**src/rtl/uart_pkg.sv**
```systemverilog
// Shared UART definitions: receiver state encoding, frame width and the
// default bit period for a 50 MHz clock at 115200 baud.
package uart_pkg;

  localparam int DATA_BITS            = 8;
  localparam int CLKS_PER_BIT_DEFAULT = 50_000_000 / 115200;

  typedef enum logic [2:0] {
    IDLE,
    START,
    DATA,
    PARITY,
    STOP
  } rx_state_e;

endpackage

```
**src/rtl/uart_rx_sync.sv**
```systemverilog
// Multi-flop synchronizer for an asynchronous level input; flops reset to 1
// so an idle-high line never shows a false falling edge out of reset.
module uart_rx_sync #(
  parameter int SYNC_STAGES = 2
) (
  input  logic clk,
  input  logic rst,
  input  logic d,
  output logic q
);

  logic [SYNC_STAGES-1:0] sync_q, sync_d;

  always_comb begin
    sync_d = {sync_q[SYNC_STAGES-2:0], d};
  end

  always_ff @(posedge clk or posedge rst) begin
    if (rst) sync_q <= '1;
    else     sync_q <= sync_d;
  end

  assign q = sync_q[SYNC_STAGES-1];

endmodule

```
**src/rtl/uart_rx_core.sv**
```systemverilog
// 8N1 UART receiver, LSB first, mid-bit sampling on the synchronized line.
// Define UART_RX_PARITY_EN to add an even-parity bit and the PARITY_ERR output.
module uart_rx_core
  import uart_pkg::*;
#(
  parameter int CLKS_PER_BIT = CLKS_PER_BIT_DEFAULT,
  parameter int SYNC_STAGES  = 2
) (
  input  logic       CLK_50MHZ,
  input  logic       RST,
  input  logic       RX,
  input  logic       TRG_READ,
  output logic [7:0] DATA_OUT,
  output logic       READY,
  output logic       DONE,
  output logic       BUSY,
  output logic       FRAME_ERR,
`ifdef UART_RX_PARITY_EN
  output logic       PARITY_ERR,
`endif
  output logic       OVERRUN
);

  localparam logic [15:0] CNT_HALF = 16'(CLKS_PER_BIT / 2);
  localparam logic [15:0] CNT_LAST = 16'(CLKS_PER_BIT - 1);

  logic                 rxs, rxs_prev_q;
  rx_state_e            state_q, state_d;
  logic [15:0]          cnt_q, cnt_d;
  logic [2:0]           bit_q, bit_d;
  logic [DATA_BITS-1:0] sr_q, sr_d, data_q, data_d;
  logic                 ready_q, ready_d, done_q, done_d;
  logic                 ferr_q, ferr_d, ovr_q, ovr_d;
  logic                 strobe;
`ifdef UART_RX_PARITY_EN
  logic                 perr_q, perr_d, par_bad_q, par_bad_d;
`endif

  uart_rx_sync #(.SYNC_STAGES(SYNC_STAGES)) u_sync (
    .clk (CLK_50MHZ),
    .rst (RST),
    .d   (RX),
    .q   (rxs)
  );

  assign strobe = (cnt_q == CNT_HALF);

  always_comb begin
    state_d = state_q;
    cnt_d   = (state_q == IDLE || cnt_q == CNT_LAST) ? 16'd0 : cnt_q + 16'd1;
    bit_d   = bit_q;
    sr_d    = sr_q;
    data_d  = data_q;
    done_d  = 1'b0;
    // Acknowledge clears first; a completing frame below overrides it.
    ready_d = ready_q & ~TRG_READ;
    ferr_d  = ferr_q & ~TRG_READ;
    ovr_d   = ovr_q & ~TRG_READ;
`ifdef UART_RX_PARITY_EN
    perr_d    = perr_q & ~TRG_READ;
    par_bad_d = par_bad_q;
`endif
    case (state_q)
      IDLE: begin
        // Edge detect also keeps us parked after a break until the line recovers.
        if (rxs_prev_q && !rxs) begin
          state_d = START;
          cnt_d   = 16'd0;
        end
      end
      START: begin
        if (strobe) begin
          state_d = rxs ? IDLE : DATA;
          bit_d   = 3'd0;
        end
      end
      DATA: begin
        if (strobe) begin
          sr_d  = {rxs, sr_q[DATA_BITS-1:1]};
          bit_d = bit_q + 3'd1;
          if (bit_q == 3'(DATA_BITS - 1)) begin
`ifdef UART_RX_PARITY_EN
            state_d = PARITY;
`else
            state_d = STOP;
`endif
          end
        end
      end
`ifdef UART_RX_PARITY_EN
      PARITY: begin
        if (strobe) begin
          par_bad_d = ^{sr_q, rxs};
          perr_d    = perr_d | par_bad_d;
          state_d   = STOP;
        end
      end
`endif
      STOP: begin
        if (strobe) begin
          state_d = IDLE;
          if (!rxs) begin
            ferr_d = 1'b1;
`ifdef UART_RX_PARITY_EN
          end else if (!par_bad_q) begin
`else
          end else begin
`endif
            data_d  = sr_q;
            done_d  = 1'b1;
            ready_d = 1'b1;
            if (ready_q && !TRG_READ) ovr_d = 1'b1;
          end
        end
      end
      default: state_d = IDLE;
    endcase
  end

  always_ff @(posedge CLK_50MHZ or posedge RST) begin
    if (RST) begin
      state_q    <= IDLE;
      rxs_prev_q <= 1'b1;
      cnt_q      <= 16'd0;
      bit_q      <= 3'd0;
      sr_q       <= '0;
      data_q     <= '0;
      ready_q    <= 1'b0;
      done_q     <= 1'b0;
      ferr_q     <= 1'b0;
      ovr_q      <= 1'b0;
`ifdef UART_RX_PARITY_EN
      perr_q     <= 1'b0;
      par_bad_q  <= 1'b0;
`endif
    end else begin
      state_q    <= state_d;
      rxs_prev_q <= rxs;
      cnt_q      <= cnt_d;
      bit_q      <= bit_d;
      sr_q       <= sr_d;
      data_q     <= data_d;
      ready_q    <= ready_d;
      done_q     <= done_d;
      ferr_q     <= ferr_d;
      ovr_q      <= ovr_d;
`ifdef UART_RX_PARITY_EN
      perr_q     <= perr_d;
      par_bad_q  <= par_bad_d;
`endif
    end
  end

  assign DATA_OUT  = data_q;
  assign READY     = ready_q;
  assign DONE      = done_q;
  assign BUSY      = (state_q != IDLE);
  assign FRAME_ERR = ferr_q;
  assign OVERRUN   = ovr_q;
`ifdef UART_RX_PARITY_EN
  assign PARITY_ERR = perr_q;
`endif

endmodule

```
**config.mk**
```make
export PLATFORM = sky130hd
export DESIGN_NAME = uart_rx_core
export DESIGN_NICKNAME = d
export VERILOG_FILES = /design/src/rtl/uart_pkg.sv /design/src/rtl/uart_rx_sync.sv /design/src/rtl/uart_rx_core.sv
export SDC_FILE = /design/constraint.sdc
export NUM_CORES = 1
export LEC_CHECK = 0
export CAP_MARGIN = 30
export CELL_PAD_IN_SITES_DETAIL_PLACEMENT = 0
export CELL_PAD_IN_SITES_GLOBAL_PLACEMENT = 1
export CORE_ASPECT_RATIO = 1.4
export CORE_MARGIN = 2
export CORE_UTILIZATION = 45
export CTS_CLUSTER_DIAMETER = 50
export CTS_CLUSTER_SIZE = 30
export DETAILED_ROUTE_END_ITERATION = 8
export GPL_ROUTABILITY_DRIVEN = 0
export PLACE_DENSITY = 0.88
export SETUP_SLACK_MARGIN = 0.4
export SLEW_MARGIN = 20
export SYNTH_ARGS = -nofsm -noshare
export SYNTH_HDL_FRONTEND = slang
export SYNTH_SLANG_ARGS = --single-unit
```
**constraint.sdc**
```tcl
create_clock -name CLK_50MHZ -period 3.2 [get_ports CLK_50MHZ]
set_clock_uncertainty 0.1 [all_clocks]
set_input_delay 0.96 -clock CLK_50MHZ [delete_from_list [all_inputs] [get_ports CLK_50MHZ]]
set_output_delay 0.96 -clock CLK_50MHZ [all_outputs]
set_load 0.02 [all_outputs]
```
### Yosys cells after proc, flatten, opt, wreduce, memory -nomap -nowiden

Cells that the tools add are included.

| word-level totals | value |
|---|---|
| bits in registers | 45 |
| word-level logic and storage cells | 65 |

| cells by class | value |
|---|---|
| add/sub/neg operators | 2 |
| eq/ne operators | 11 |
| multiplexer cells | 25 |
| bitwise operators | 4 |
| reductions and logical operators | 12 |

Operators with widths:

| kind | number |
|---|---|
| 16-bit two-way mux | 3 |
| 3-bit two-way mux | 6 |
| 16-bit by 1-bit adder with 16-bit output, second input constant | 1 |
| 16-bit by 8-bit equality test with 1-bit output, second input constant | 1 |
| 16-bit by 9-bit equality test with 1-bit output, second input constant | 1 |
| 1-bit two-way mux | 13 |
| 3-bit one-hot mux with 4 select lines | 1 |
| 2-bit inequality test, second input constant | 4 |
| 3-bit equality test, second input constant | 2 |
| 3-bit one-hot mux with 2 select lines | 1 |
| 3-bit AND reduction | 2 |
| 5-bit AND reduction | 1 |
| 3-bit by 1-bit adder with 3-bit output, second input constant | 1 |
| 1-bit bitwise AND | 3 |
| 3-bit by 1-bit equality test with 1-bit output, second input constant | 1 |
| 3-bit by 2-bit equality test with 1-bit output, second input constant | 1 |
| 3-bit logical NOT | 1 |
| 3-bit nonzero test | 1 |
| 1-bit logical AND | 2 |
| 1-bit logical NOT | 2 |
| 2-bit two-way mux | 1 |
| 2-bit by 1-bit inequality test with 1-bit output, second input constant | 1 |
| 2-bit AND reduction | 1 |
| 2-bit nonzero test | 1 |
| 2 further kinds | 2 |

### Logic depth before layout (Yosys ltp)

Gate-level depths: netlist of run 1.

| depth | value |
|---|---|
| word-level depth | 6 |
| mapped depth | 8 |
| gate-level depth less buffers | 6 |

### By module

From an unflattened synthesis of run 1, not the netlist that was laid out.

| unflattened totals | value |
|---|---|
| cells, all modules | 179 |
| area total of the unflattened synthesis | 2080.7 um^2 |

By module, submodules not included:

| module | times used | cells each | area each (um^2) |
|---|---|---|---|
| uart_rx_core | 1 | 176 | 2024.4 |
| uart_rx_sync | 1 | 3 | 56.3 |

### Worst setup path before layout of run 1

OpenSTA, ideal clock, no wires.

| timing | value |
|---|---|
| path kind | register -> output |
| start point | register state_q[2] |
| end point | output BUSY |
| data arrival time | 0.863 ns |
| slack | 1.277 ns |
| cell stages (with the launch flop) | 2 |
| buffers on the path | 0 |
| cells stage by stage | dfrtp_1 -> or3_1 |

| between the ends | value |
|---|---|
| cells in the longest elaborated chain, start to end | 1 |

Ends and longest elaborated chain:

| item | line | text |
|---|---|---|
| from (decl) | uart_rx_core.sv:28 | `rx_state_e state_q, state_d;` |
| from (signal assigned) | uart_rx_core.sv:137 | `state_q <= state_d;` |
| 3-bit nonzero test | uart_rx_core.sv:157 | `assign BUSY = (state_q != IDLE);` |
| to (decl) | uart_rx_core.sv:16 | `output logic BUSY,` |

No other way between the ends.

### Worst setup path in the final report of run 1

Ends and elaborated chain as after synthesis.

==> results of run 1 <==
[metrics by stage]
step           utilization [%]  setup WS (ns)  total power, mW  cell area, um^2
2_1_floorplan                -          1.086           0.7726             2096
3_3_place_gp             51.17         0.6347           0.8077             2302
3_5_place_dp             51.50         0.6197           0.8157             2317
4_1_cts                  53.56         0.5110            1.182             2410
5_1_grt                  53.56         0.4553            1.232             2410
6_report                 53.56         0.5195            1.166             2410
[state kept, by name, summed over array words and instances, names as in the netlist, 2 cells and up]
signal         cells
sr_q               8
DATA_OUT           8
cnt_q             16
bit_q              3
state_q            3
u_sync.sync_q      2
[synthesized netlist by cell type]
library cell and number:
xor2_1 1, a31o_2 1, nand4b_1 1, nand4_1 6
dfstp_2 3, nor3b_1 2, o21ai_0 3, nand2b_1 2
nand2_1 7, or3_1 1, nand2_2 1, clkbuf_1 3
a32oi_1 3, a32o_1 1, nor4bb_1 2, buf_4 1
and4_1 1, nor3_1 7, xnor2_1 13, nor3b_2 1
dfrtp_1 42, a21oi_1 2, o31ai_4 1, buf_6 2
or4_4 1, nor4_2 1, nor4b_1 1, nor4b_4 1
mux2_2 8, ha_1 4, nor4_1 4, nand3_1 5
buf_2 1, nor2_1 22, mux2_4 8, o22ai_1 1
and4b_1 1, inv_1 10, nand3b_1 1, nor2b_1 1
[cells by family (layout without fill, tap and decap cells)]
group                      Yosys count  in the layout  synth area share, %
AOI/OAI and AO/OA                   12             12                4.657
xor gates and xnor gates            14             14                5.851
adders and majority gates            4              4                2.388
buffers and inverters               17             37                4.000
DFF                                 45             45                53.91
muxes                               16             16                10.03
and+or+nand+nor                     69             69                19.16
[power groups by stage]
stage,registers [mW],logic (mW),clock network [mW]
floorplan,0.650,0.123,0
CTS,0.657,0.150,0.375
detailed placement,0.666,0.150,0
finish,0.657,0.146,0.363
global placement,0.664,0.143,0
global route,0.665,0.168,0.398
[critical path: stages, from the launching register on]
cell and delay [ns]:
dfrtp_1 0.50, or3_1 0.47, dlygate4sd2_1 0.35
[final cells by class]
type / count / area (um^2)
fillers: 424 / 2090
flip-flops and latches: 45 / 1130
multi-input cells: 115 / 882.1
repair buffers: 19 / 188.9
well taps: 62 / 77.57
clock buffers: 5 / 68.82
inverters: 10 / 37.54
clock inverters: 3 / 25.02
[path summary, 6_finish.rpt]
check,from,end,cells after the start
worst max-delay path,state_q[2],BUSY,2
worst min-delay path,u_sync.sync_q[0],u_sync.sync_q[1],0
worst max register to register,cnt_q[13],DATA_OUT[5],4
worst min register to register,u_sync.sync_q[0],u_sync.sync_q[1],0
max in group asynchronous,RST,u_sync.sync_q[1],3
min in group asynchronous,RST,DONE,2
[routing by layer]
metal	track usage (%)	share of wire (%)	vias up
li1	-	-	656
met1	19.52	42	659
met2	26.60	53	24
met3	3.236	3.0	6
met4	6.770	2.0	0
met5	0	0	-
[repair_timing]
| item | CTS | global route |
|---|---|---|
| endpoints found under the hold margin | 0 | 0 |
| resized for setup | 1 | 0 |
| endpoints found under the setup margin | 1 | 0 |
==> metrics.txt, run 1 <==
Slew @ Worst Pin 0.6666 ns; Seq cells post-synth 45; Final min period 2.680 ns; CTS sink count 45; Initial Utilization roughly 47%; hold slack between 0.2 and 0.3 ns; top post-synthesis cells by area dfrtp_1 (50%), mux2_4 (5.7%), xnor2_1 (5.4%); Die X 61.68 um; Sw Pwr about 0.34 mW; Final period util between 80 and 90%; DRC viols 0; slew margin rel. 55.56%; R2R Setup Slk around 0.88 ns; Final Hold Fails 0; critical-path maximum fanout 12; share of layout cells above drive strength 1 18.78%; Clk pwr share roughly 31%; Layout area overhead 14.99%; IO buf count 16; clock latency on the worst-skew pair roughly 0.30 ns; Yosys cell types 40; TritonCTS clock tree built; Die Height around 85 um; Crit path arrival time 1.62 ns; Total GRT Usage between 10% and 20%; first-pass GRT wire length roughly 6300 um; Max clock buf depth 2; dominant cell type by area after synthesis dfrtp_1; DRT iter0 DRCs 54; Synth Cell Area 2096 um^2; Flop pwr share 56.3%; setup TNS 0 ns; Hold-fix buffers, CTS 0; RSZ-0062 raised after global routing no; routed len/inst 13.94 um; post-route ant nets 0; Std-Cell Rows 29; Mapped Cells about 180; Layout Cells excl Fill between 200 and 300; Int Pwr 0.8261 mW; die area ~5200 um^2; DR vias about 1300; Worst Hold Class reg2reg; Worst VDD drop 313.0 uV; DP Cell Count between 200 and 300; syn avg cell area roughly 12 um^2; io pins 17; post-synthesis sequential area ratio 53.91%; Vias/cell approximately 5.2; Crit. End Element output port; Final #Nets between 200 and 250; vias in the first global route 1370; # Post-CTS Setup Buffers 0; outcome finished, final reports clean; Worst setup SP type flip-flop; crit path kind reg2out; Inserted Diodes 0; post-synthesis net count 185; Pre-antenna DRT Iters 4; H-Tree Depth 2; count of pins over their slew limit 0; PwrDens about 480 nW/um^2; Reg clk slew, reported paths ~0.090 ns; max-cap viol count 0; area share of the largest cell type after synthesis approximately half; Combinational Power Share between 10% and 20%; leading cell type in the layout, fill and taps excluded dfrtp_1; commonest non-fill, non-tap cells in the layout dfrtp_1 (42), nor2_1 (22), clkdlybuf4s50_1 (15); YS warnings 0; GR Overflow Total 0; initial antenna violation count 0; largest net degree at the start of global routing 17; Critical Path RT approximately 2.1 ns; Static Leak 1.046 nW; DP Wirelength around 2600 um; CTS root buf clkbuf_8; sw frac between 20 and 30%; Core Region 4499 um^2; CTS buffer count 5; final setup violation count 0; Max Freq 0.3731 GHz; WL final about 3600 um
Note: power is estimated with default switching activity, not from simulation.
==> run 2, diff against run 1 <==
--- a/config.mk
+++ b/config.mk
@@ -10,12 +10,12 @@
 export CELL_PAD_IN_SITES_GLOBAL_PLACEMENT = 1
 export CORE_ASPECT_RATIO = 1.4
 export CORE_MARGIN = 2
-export CORE_UTILIZATION = 45
+export CORE_UTILIZATION = 42
 export CTS_CLUSTER_DIAMETER = 50
 export CTS_CLUSTER_SIZE = 30
 export DETAILED_ROUTE_END_ITERATION = 8
 export GPL_ROUTABILITY_DRIVEN = 0
-export PLACE_DENSITY = 0.88
+export PLACE_DENSITY = 0.86
 export SETUP_SLACK_MARGIN = 0.4
 export SLEW_MARGIN = 20
 export SYNTH_ARGS = -nofsm -noshare
==> constraint.sdc (replaced) <==
create_clock -name CLK_50MHZ -period 2.35 [get_ports CLK_50MHZ]
set_clock_uncertainty 0.1 [all_clocks]
set_input_delay 0.705 -clock CLK_50MHZ [delete_from_list [all_inputs] [get_ports CLK_50MHZ]]
set_output_delay 0.705 -clock CLK_50MHZ [all_outputs]
set_load 0.02 [all_outputs]
==> metrics.txt, run 2 (synthesis results as in run 1) <==
layer with the highest usage met2; Critical Path RT 1.54 ns (-0.60 ns); Flop pwr share 52.3% (-4.0 points); Worst Hold Class reg2reg; Clk pwr share 34.5% (+3.4 points); Pre-antenna DRT Iters 4 (unchanged); Hold-fix buffers, CTS 0 (unchanged); GR Overflow Total 0 (unchanged); Layout area overhead 20.42%; TritonCTS clock tree built; WL final 3576 um (-0.97%); count of pins over their slew limit 0 (unchanged); DRT iter0 DRCs 32 (-41%); Largest Register cnt_q; Final Hold Fails 0 (unchanged); DRC viols 0 (unchanged); first-pass GRT wire length 6279 um (+0.45%); io pins 17 (unchanged); H-Tree Depth 2 (unchanged); Static Leak 1.172 nW (+12%); Final period util 86.21%; max reg flops 16 (unchanged); Sw Pwr 0.4478 mW (+32%); Final #Nets 211 (+3.4%); Final WS setup 0.3240 ns (-0.1955 ns); met1 usage 17.70% (-1.8 points); CTS sink count 45 (unchanged); Inserted Diodes 0 (unchanged); share of layout cells above drive strength 1 24.02% (+5.2 points); slowest stage delay, CP 0.40 ns (-0.10 ns); commonest non-fill, non-tap cells in the layout dfrtp_1 (42), nor2_1 (22), xnor2_1 (13); Max stage delay cell, worst path or3_4; GRT met3 Usage 3.085% (-0.15 points); slew margin rel. 73.18% (+18 points); RSZ-0062 raised after global routing yes; Max Freq about 0.49 GHz; Combinational Power Share 13.3% (+0.8 points); routed len/inst 13.34 um (-4.3%); Core Region 4842 um^2 (+7.6%); Initial Utilization 43.28% (-3.3 points); Vias/cell 5.123 (-1.3%); footprint of the multi-input gates 919.6 um^2 (+4.3%); setup TNS 0 ns (unchanged); leading cell type in the layout, fill and taps excluded dfrtp_1; Die X 63.70 um (+3.3%); largest net degree at the start of global routing 46 (+29); Worst setup SP type flip-flop; Final min period 2.026 ns; die area 5579 um^2 (+6.7%); post-route ant nets 0 (unchanged); DR vias 1373 (+2.1%); Slew @ Worst Pin 0.4005 ns (-0.2661 ns); IO buf count 16 (unchanged); clock latency on the worst-skew pair 0.29 ns (about the same); Worst VDD drop 519.8 uV (+66%); CTS buffer count 5 (unchanged); Crit. End Element output port; Crit path arrival time 1.22 ns (-0.40 ns); outcome finished, final reports clean; critical-path maximum fanout 2 (-10); Util after Layout 52.12% (-1.4 points); PwrDens 669.8 nW/um^2 (+38%); Reg clk slew, reported paths 0.09 ns (about the same); Seq. cell area 1130 um^2 (unchanged); max-cap viol count 0 (unchanged); # fillers 412 (-2.8%); crit path kind reg2out; final setup violation count 0 (unchanged); sw frac 26.49% (-2.7 points); CTS root buf clkbuf_8; crit-path cells or3_4 > buf_6; Total GRT Usage 14.32% (-1.7 points); met2 Usage GRT 24.69% (-1.9 points); pre-CTS setup slack 0.1904 ns (-0.4294 ns); initial antenna violation count 0 (unchanged); Max clock buf depth 2 (unchanged); Std-Cell Rows 30 (+3.4%); Die Height 87.58 um (+3.3%); Int Pwr 1.243 mW (+50%); DP Wirelength 2413 um (-8.3%); vias in the first global route 1374 (+0.29%)
[run 2: area by class of cell]
type,instances,area share [%]
clock buffers,5,2.727
repair buffers,26,9.569
inverters,10,1.487
flip-flops and latches,45,44.77
multi-input cells,115,36.44
clock inverters,3,1.834
well taps,64,3.173
[run 2: worst max-delay path: cells and delay by family (launching register included)]
| kind | cells | cell delay [ns] |
|---|---|---|
| flip-flops | 1 | 0.39 |
| AND/OR/NAND/NOR | 1 | 0.40 |
| buffers and inverters | 1 | 0.14 |
[run 2: what timing repair did]
action | 4_1_cts | 5_1_grt
endpoints found under the setup margin | 21 | 17
setup buffers | 0 | 4
pin swaps | 0 | 2
gates resized for setup | 18 | 10
[run 2: final timing paths]
path / start / to / slack [ns] / depth (start not counted)
min in group asynchronous: RST / DATA_OUT[5] / 0.64 / 3
max: state_q[0] / BUSY / 0.32 / 2
max reg2reg: cnt_q[1] / sr_q[0] / 0.47 / 7
min: u_sync.sync_q[0] / u_sync.sync_q[1] / 0.26 / 0
max in group asynchronous: RST / rxs_prev_q / 1.25 / 3
min reg2reg: u_sync.sync_q[0] / u_sync.sync_q[1] / 0.26 / 0
[run 2: per-stage QoR]
step	power, mW	cell area [um^2]	hold slack (ns)	instances
after detailed placement	1.113	2347	0.2550	256
after global placement	1.110	2347	0.2519	256
after floorplan	1.052	2096	0.2452	177
final	1.690	2524	0.2648	268
after CTS	1.699	2450	0.2677	264
after global routing	1.770	2524	0.2684	268
[run 2: power by group through the flow]
| stage | logic [mW] | clock network [mW] | registers (mW) |
|---|---|---|---|
| floorplan | 0.167 | 0 | 0.885 |
| global placement | 0.212 | 0 | 0.897 |
| detailed placement | 0.216 | 0 | 0.897 |
| CTS | 0.218 | 0.599 | 0.883 |
| global route | 0.252 | 0.629 | 0.889 |
| finish | 0.224 | 0.582 | 0.884 |
[run 2: metal layers]
| metal | routed length, um | vias up |
|---|---|---|
| li1 | - | 672 |
| met1 | 1586 | 672 |
| met2 | 1835 | 24 |
| met3 | 93 | 5 |
| met4 | 61 | 0 |
| met5 | 0 | - |
==> run 3, diff against run 2 <==
==> constraint.sdc (replaced) <==
create_clock -name CLK_50MHZ -period 2.35 [get_ports CLK_50MHZ]
set_clock_uncertainty 0.1 [all_clocks]
set_input_delay 0.705 -clock CLK_50MHZ [delete_from_list [all_inputs] [get_ports CLK_50MHZ]]
set_output_delay 0.705 -clock CLK_50MHZ [all_outputs]
set_load 0.005 [all_outputs]
==> metrics.txt, run 3 (synthesis results as in run 1) <==
outcome finished, final reports clean; H-Tree Depth 2 (unchanged); vias in the first global route 1342 (-2.3%); slowest stage delay, CP 0.40 ns (about the same); Worst setup SP type flip-flop; io pins 17 (unchanged); footprint of the multi-input gates 915.9 um^2 (-0.41%); first-pass GRT wire length 6223 um (-0.89%); Critical Path RT 1.54 ns (about the same); TritonCTS clock tree built; Initial Utilization 43.28% (unchanged); Vias/cell 5.146 (+0.45%); Hold Path Origin u_sync.sync_q[0]; critical-path maximum fanout 2 (unchanged); clock latency on the worst-skew pair 0.30 ns (about the same); Core Region 4842 um^2 (unchanged); Worst Hold Class reg2reg; DP Cell Count 257 (+0.39%); IO buf count 16 (unchanged); Worst VDD drop 479.9 uV (-7.7%); R2R depth 7 (unchanged); worst r2r dst sr_q[4]; Static Leak 1.257 nW (+7.2%); Slew @ Worst Pin 0.6086 ns (+0.2081 ns); Layout Cells excl Fill 274 (+2.2%); Max stage delay cell, worst path or3_4; RSZ-0062 raised after global routing yes; initial antenna violation count 0 (unchanged); hold path depth 0 (unchanged); Inserted Diodes 0 (unchanged); Layout area overhead 21.73%; DP Wirelength 2655 um (+10%); GR Overflow Total 0 (unchanged); WL final 3766 um (+5.3%); RR Startpoint cnt_q[1]; CP top delay family simple AND/OR/NAND/NOR gates; Final period util 85.43% (-0.78 points); Die Height 87.58 um (unchanged); final setup violation count 0 (unchanged); Die X 63.70 um (unchanged); DRC viols 0 (unchanged); Max Freq 0.4981 GHz (+0.91%); die area 5579 um^2 (unchanged); Max clock buf depth 2 (unchanged); CTS sink count 45 (unchanged); routed len/inst 13.74 um (+3.0%); R2R Setup Slk 0.47 ns (about the same); worst hold path endpoint u_sync.sync_q[1]; DRT iter0 DRCs 55 (+72%); Crit path arrival time 1.20 ns (-0.02 ns); CTS buffer count 5 (unchanged); Largest Register cnt_q; post-route ant nets 0 (unchanged); PwrDens 637.4 nW/um^2 (-4.8%); DR vias 1410 (+2.7%); Std-Cell Rows 30 (unchanged); CP bufs+invs 1 (unchanged); Final min period 2.008 ns (-0.01831 ns); Final Hold Fails 0 (unchanged); Crit. End Element output port; crit-path cells or3_4 > buf_6; commonest non-fill, non-tap cells in the layout dfrtp_1 (42), nor2_1 (22), buf_4 (14); dpl cell area 2355 um^2 (+0.32%); Final #Nets 217 (+2.8%); slew margin rel. 59.17% (-14 points); Reg clk slew, reported paths 0.09 ns (about the same); max reg flops 16 (unchanged); setup TNS 0 ns (unchanged); max-cap viol count 0 (unchanged); count of pins over their slew limit 0 (unchanged); crit path kind reg2out; Seq. cell area 1130 um^2 (unchanged); largest net degree at the start of global routing 18 (-61%); final instance area 2551 um^2 (+1.1%); Pre-antenna DRT Iters 4 (unchanged); leading cell type in the layout, fill and taps excluded dfrtp_1; Total GRT Usage 14.38% (+0.067 points); CTS root buf clkbuf_8; share of layout cells above drive strength 1 26.19% (+2.2 points); # fillers 423 (+2.7%)
## run 3: through the flow
| stage | util [%] | setup WS [ns] | total power [mW] | hold slack, ns |
|---|---|---|---|---|
| after global placement | 48.63 | 0.2760 | 1.106 | 0.2537 |
| after floorplan | - | 0.4906 | 1.049 | 0.2452 |
| final | 52.69 | 0.3423 | 1.626 | 0.2592 |
| after detailed placement | 48.63 | 0.2591 | 1.113 | 0.2509 |
| after global routing | 52.69 | 0.2984 | 1.719 | 0.2659 |
| after CTS | 51.47 | 0.3230 | 1.609 | 0.2639 |
## run 3: per-layer routing
layer	vias to the layer above	track usage, %	wire, um
met3	7	3.856	92
li1	688	-	-
met2	20	26.12	2068
met5	-	0	0
met1	695	16.31	1541
met4	0	4.941	64
## run 3: final cells by class
type	instances	share of cell area, %
multi-input combinational	115	35.90
timing repair buffer	32	11.53
clock inverter	3	0.9809
sequential	45	44.29
clock buffer	5	2.697
inverter	10	1.471
tap	64	3.139
## run 3: repair_timing
item                                    in CTS  in global routing
endpoints found under the setup margin      19                 23
pin swaps                                    1                  2
resized for setup                           14                 10
hold buffers                                 0                  0
buffers inserted                             7                  2
endpoints found under the hold margin        0                  0
## run 3: how the worst max path moves through the flow
stage | startpoint | to | slack (ns) | cells after the start
after floorplan | RST | DATA_OUT[0] | 0.49 | 1
after CTS | state_q[0] | BUSY | 0.32 | 2
after detailed placement | state_q[2] | BUSY | 0.26 | 2
final | state_q[1] | BUSY | 0.34 | 2
after global routing | state_q[1] | BUSY | 0.30 | 2
after global placement | state_q[2] | BUSY | 0.28 | 2
## run 3: report_power, final
group          internal [mW]  switching (mW)
Clock                  0.215           0.278
Sequential             0.821          0.0583
Combinational          0.125           0.129
==> patch 1 (flow settings as in run 3) <==
Make the reset (`RST` and `rst`) synchronous in 2 clocked blocks. Comments in the files are not updated.
--- a/src/rtl/uart_rx_sync.sv
+++ b/src/rtl/uart_rx_sync.sv
@@ -17,3 +17,3 @@
 
-  always_ff @(posedge clk or posedge rst) begin
+  always_ff @(posedge clk) begin
     if (rst) sync_q <= '1;
--- a/src/rtl/uart_rx_core.sv
+++ b/src/rtl/uart_rx_core.sv
@@ -119,3 +119,3 @@
 
-  always_ff @(posedge CLK_50MHZ or posedge RST) begin
+  always_ff @(posedge CLK_50MHZ) begin
     if (RST) begin
Function: differs if RST is asserted again (counterexample within 4 cycles, from zero or initial values and one cycle with RST high); with RST held inactive, the same outputs for 10 cycles.
==> patch 1 against run 3 <==
  * Cell count grew 19%
  * Sequential share of layout area fell by 8.6 points
  * Area after synthesis fell by 7.8%
  * Sequential cell count is the same
  * Design area increased by 0.83%
  * Non-clock buffer count increased by 10
  * Utilization is 5.0 points higher
  * Wire length up 21%
  * Worst setup slack lost 0.15 ns
Power is not compared: it rests on default switching activity, and its combinational part moved more than twofold at a synthesized area within 25%.
==> patch 1: results (changes against run 3) <==
- Pin count of the biggest net entering global routing: 31 (+13)
- Clock latency on the worst-skew pair: about 0.31 ns
- Number of global-route vias before repair: 1,688 (+26%)
- Starting DRT DRC Count: 62 (+13%)
- Worst vdd ir: 398 uV
- Nets: 271 (+25%)
- Synth unique cells: 39 (-2.5%)
- P_int: around 0.001 W
- Synthesized net count: 232 (+25%)
- Leakage: between 1 and 1.5 nW
- Drt total wl: 4550 um (+21%)
- Dpl hpwl: 2910 um (+9.8%)
- Post-Syn Area: 1930 um2 (-7.8%)
- Layout cells sized above 1: 0.273 (+0.0108)
- CP max FO: 5 (+3)
- CP peak stage delay: 0.59 ns (+0.19 ns)
- Tot GR Track Use: 0.189 (+0.0448)
- Post-synth top cells: 45 x dfxtp_1, 25 x a21oi_1, 23 x o21ai_0
- Area contributors post-synth: dfxtp_1 47%, a21oi_1 6.5%, o21ai_0 6.0%, nand3_1 5.7%, xnor2_1 3.2%
- Initial antenna violation count: 0 (unchanged)
- Fill cell count: 418 (-1.2%)
- Port-buffer cells: 16 (unchanged)
- Status: complete, no violations
- Reg clk slew, reported paths: 0.09 ns (about the same)
- Worst hold path class: reg2reg
- Via/cell ratio: 5.36 (+4.2%)
- Antenna diodes: 0 (unchanged)
- TritonRoute pass-1 iters: 4 (unchanged)
- Sequential area share after synthesis: 0.466 (-0.0728)
- Largest reg by FF count: cnt_q
- Crit path max-delay cell type: or4_4
- TritonCTS buffer count: 5 (unchanged)
- Synth async-reset ratio: 0 (-1.00)
- Clock root buffer master: clkbuf_8
- Max reg flops: 16 (unchanged)
- Pre-CTS setup slack: 0.0692 ns (-0.190 ns)
- Warnings from Yosys: 0 (unchanged)
- Worst slew pin tran: 0.445 ns (-0.164 ns)
- H-tree level count: 2 (unchanged)
- First-pass GRT wire length: 7530 um (+21%)
- Clk buf depth: 2 (unchanged)
-- patch 1: area by class of cell --
class | count | area, um2 | share of cell area
multi-input cells | 164 | 1060 | 0.414
flip-flops and latches | 45 | 918 | 0.357
repair buffers | 42 | 397 | 0.154
clock buffers | 6 | 82.6 | 0.0321
well taps | 62 | 77.6 | 0.0302
inverters | 5 | 18.8 | 0.00730
clock inverters | 2 | 13.8 | 0.00535
-- patch 1: kinds of logic (layout without fill, tap and decap cells) --
family / Yosys count / after routing / share of synthesized area
XOR/XNOR: 12 / 12 / 0.0544
multiplexers: 1 / 1 / 0.00518
AO/OA/AOI/OAI: 55 / 55 / 0.153
flip-flops: 45 / 45 / 0.466
adder cells (fa/ha/maj): 4 / 4 / 0.0259
AND/OR/NAND/NOR: 91 / 92 / 0.263
buffers and inverters: 16 / 55 / 0.0324
-- patch 1: worst max-delay path, delay by kind of cell, from the launching register on --
family,cells,cell delay [ns]
AND/OR/NAND/NOR,3,1.55
flip-flops,1,0.32
AO/OA/AOI/OAI,1,0.13
-- patch 1: power by group through the flow --
stage                     sequential, W  combinational (W)  clock, W
final                          0.000771          0.0000532  0.000510
after global routing           0.000771          0.0000584  0.000552
after CTS                      0.000770          0.0000488  0.000517
after detailed placement       0.000789          0.0000429         0
after global placement         0.000789          0.0000432         0
after floorplan                0.000787          0.0000249         0
-- patch 1: path summary, 6_finish.rpt --
path / start / to / slack (ns) / cells past startpoint
max: cnt_q[5]$_SDFF_PP0_ / bit_q[0]$_SDFFE_PP0P_ / 0.20 / 4
min: u_sync.sync_q[0]$_SDFF_PP1_ / u_sync.sync_q[1]$_SDFF_PP1_ / 0.32 / 1
max reg2reg: cnt_q[5]$_SDFF_PP0_ / bit_q[0]$_SDFFE_PP0P_ / 0.20 / 4
min reg2reg: u_sync.sync_q[0]$_SDFF_PP1_ / u_sync.sync_q[1]$_SDFF_PP1_ / 0.32 / 1
-- patch 1: timing repair --
item | 4_1_cts | 5_1_grt
setup buffers | 11 | 3
endpoints found under the setup margin | 39 | 54
hold buffers | 0 | 0
gates resized for setup | 25 | 42
pin swaps | 6 | 17
cloned | 1 | 1
-- patch 1: per-layer routing --
| layer | up-vias | track usage | wire length [um] |
|---|---|---|---|
| met2 | 25 | 0.321 | 2390 |
| met3 | 10 | 0.0416 | 126 |
| met5 | - | 0 | 0 |
| met1 | 829 | 0.220 | 1940 |
| li1 | 884 | - | - |
| met4 | 0 | 0.0771 | 95 |
-- patch 1: through the flow --
stage / cells / power (W) / instance area, um2
finish: 326 / 0.00133 / 2570
global route: 326 / 0.00138 / 2570
CTS: 322 / 0.00134 / 2450
detailed placement: 302 / 0.000832 / 2230
global placement: 302 / 0.000832 / 2230
floorplan: 224 / 0.000812 / 1940
==> patch 2 (settings of run 3) <==
Made on the original files. The option `UART_RX_PARITY_EN` is turned on by a define.
--- a/src/rtl/uart_rx_core.sv
+++ b/src/rtl/uart_rx_core.sv
@@ -2,2 +2,4 @@
 // Define UART_RX_PARITY_EN to add an even-parity bit and the PARITY_ERR output.
+`define UART_RX_PARITY_EN
+
 module uart_rx_core
Function (old outputs only; new: PARITY_ERR): same outputs for any inputs over 10 cycles, from zero or initial values and one cycle with RST high; that may be too few to reach the edited logic, so the function may still have changed.
==> patch 2 against run 3 <==
  * Wire length up 7.8%
  * Sequential cell count increased by 2
  * Area after synthesis increased by 5.7%
  * Worst setup slack better by 0.0020 ns
  * Total power grew 8.0%
  * Design area is 8.0% higher
  * Hold slack lost 0.00057 ns
  * Cell count increased by 6.6%
  * Largest cell class unchanged
  * Largest power group unchanged
==> patch 2: results (changes against run 3) <==
- Via/cell ratio: 5.11 (-0.64%)
- Worst slew pin tran: 0.327 ns (-0.282 ns)
- DRT met1 WL: 1770 um (+15%)
- Synth unique cells: 47 (+18%)
- Mapped Cells: 182 (+2.8%)
- Post-DP Area: 2480 um2 (+5.2%)
- Post-synth top cells: 44 x dfrtp_1, 19 x nor2_1, 10 x xor2_1
- Worst vdd ir: 699 uV (+46%)
- M2 GR Usage: 0.257 (-0.00444)
- Fill cell count: 458 (+8.3%)
- Drt total wl: 4060 um (+7.8%)
- Status: complete, no violations
- Total number of vias: 1,493 (+5.9%)
- Final Instance Area: 2760 um2 (+8.0%)
- Port-buffer cells: 17 (+1)
- Met3 WL: 128 um (+39%)
- Met3 usage: 0.0338 (-0.00477)
- Nets: 233 (+7.4%)
- GR Util met1: 0.201 (+0.0378)
- Post-Synth XOR/XNOR Area: 0.0774 (+0.0188)
- Synthesized net count: 190 (+2.7%)
- Worst path top cell family by delay: flip-flops
- Dpl hpwl: 2600 um (-1.9%)
- Starting DRT DRC Count: 64 (+16%)
- Worst Reg-to-Reg Cells: 5 (-2)
- Area contributors post-synth: dfrtp_1 50%, mux2_4 5.4%, mux2_2 4.1%, xor2_1 4.0%, dfstp_2 3.6%
- Compound-Gate Fraction of Synth Area: 0.0751 (+0.0285)
- Met2 wire length: 2090 um (+0.87%)
## patch 2: repair_timing
| action | 4_1_cts | 5_1_grt |
|---|---|---|
| gates cloned | 1 | 0 |
| resized for setup | 23 | 3 |
| setup endpoints to repair | 24 | 14 |
| pin swaps | 3 | 6 |
| setup buffers | 14 | 5 |
## patch 2: area by class of cell
class | instances | share of cell area
timing repair buffer | 42 | 0.133
inverter | 6 | 0.00817
tap | 66 | 0.0300
multi-input combinational | 123 | 0.360
sequential | 47 | 0.428
clock buffer | 5 | 0.0250
clock inverter | 3 | 0.0159
## patch 2: worst paths after layout
kind | from | end | slack, ns
setup / recovery | state_q[1]$_DFFE_PP0P_ | BUSY | 0.34
hold / removal | u_sync.sync_q[0]$_DFF_PP1_ | u_sync.sync_q[1]$_DFF_PP1_ | 0.26
hold reg to reg | u_sync.sync_q[0]$_DFF_PP1_ | u_sync.sync_q[1]$_DFF_PP1_ | 0.26
min in group asynchronous | RST | DATA_OUT[7]$_DFFE_PP0P_ | 0.63
max in group asynchronous | RST | u_sync.sync_q[0]$_DFF_PP1_ | 1.22
setup reg to reg | state_q[0]$_DFFE_PP0P_ | DATA_OUT[7]$_DFFE_PP0P_ | 0.43
## patch 2: metrics by stage
stage | hold WS, ns | power [W] | worst slack [ns]
detailed placement | 0.247 | 0.00118 | 0.240
floorplan | 0.245 | 0.00111 | 0.434
global placement | 0.246 | 0.00117 | 0.246
global route | 0.272 | 0.00186 | 0.301
CTS | 0.259 | 0.00177 | 0.335
finish | 0.259 | 0.00176 | 0.344
## patch 2: power by group
group / total, W / switching, W / internal, W
registers: 0.000957 / 0.0000848 / 0.000872
logic: 0.000209 / 0.000112 / 0.0000972
clock network: 0.000591 / 0.000274 / 0.000317
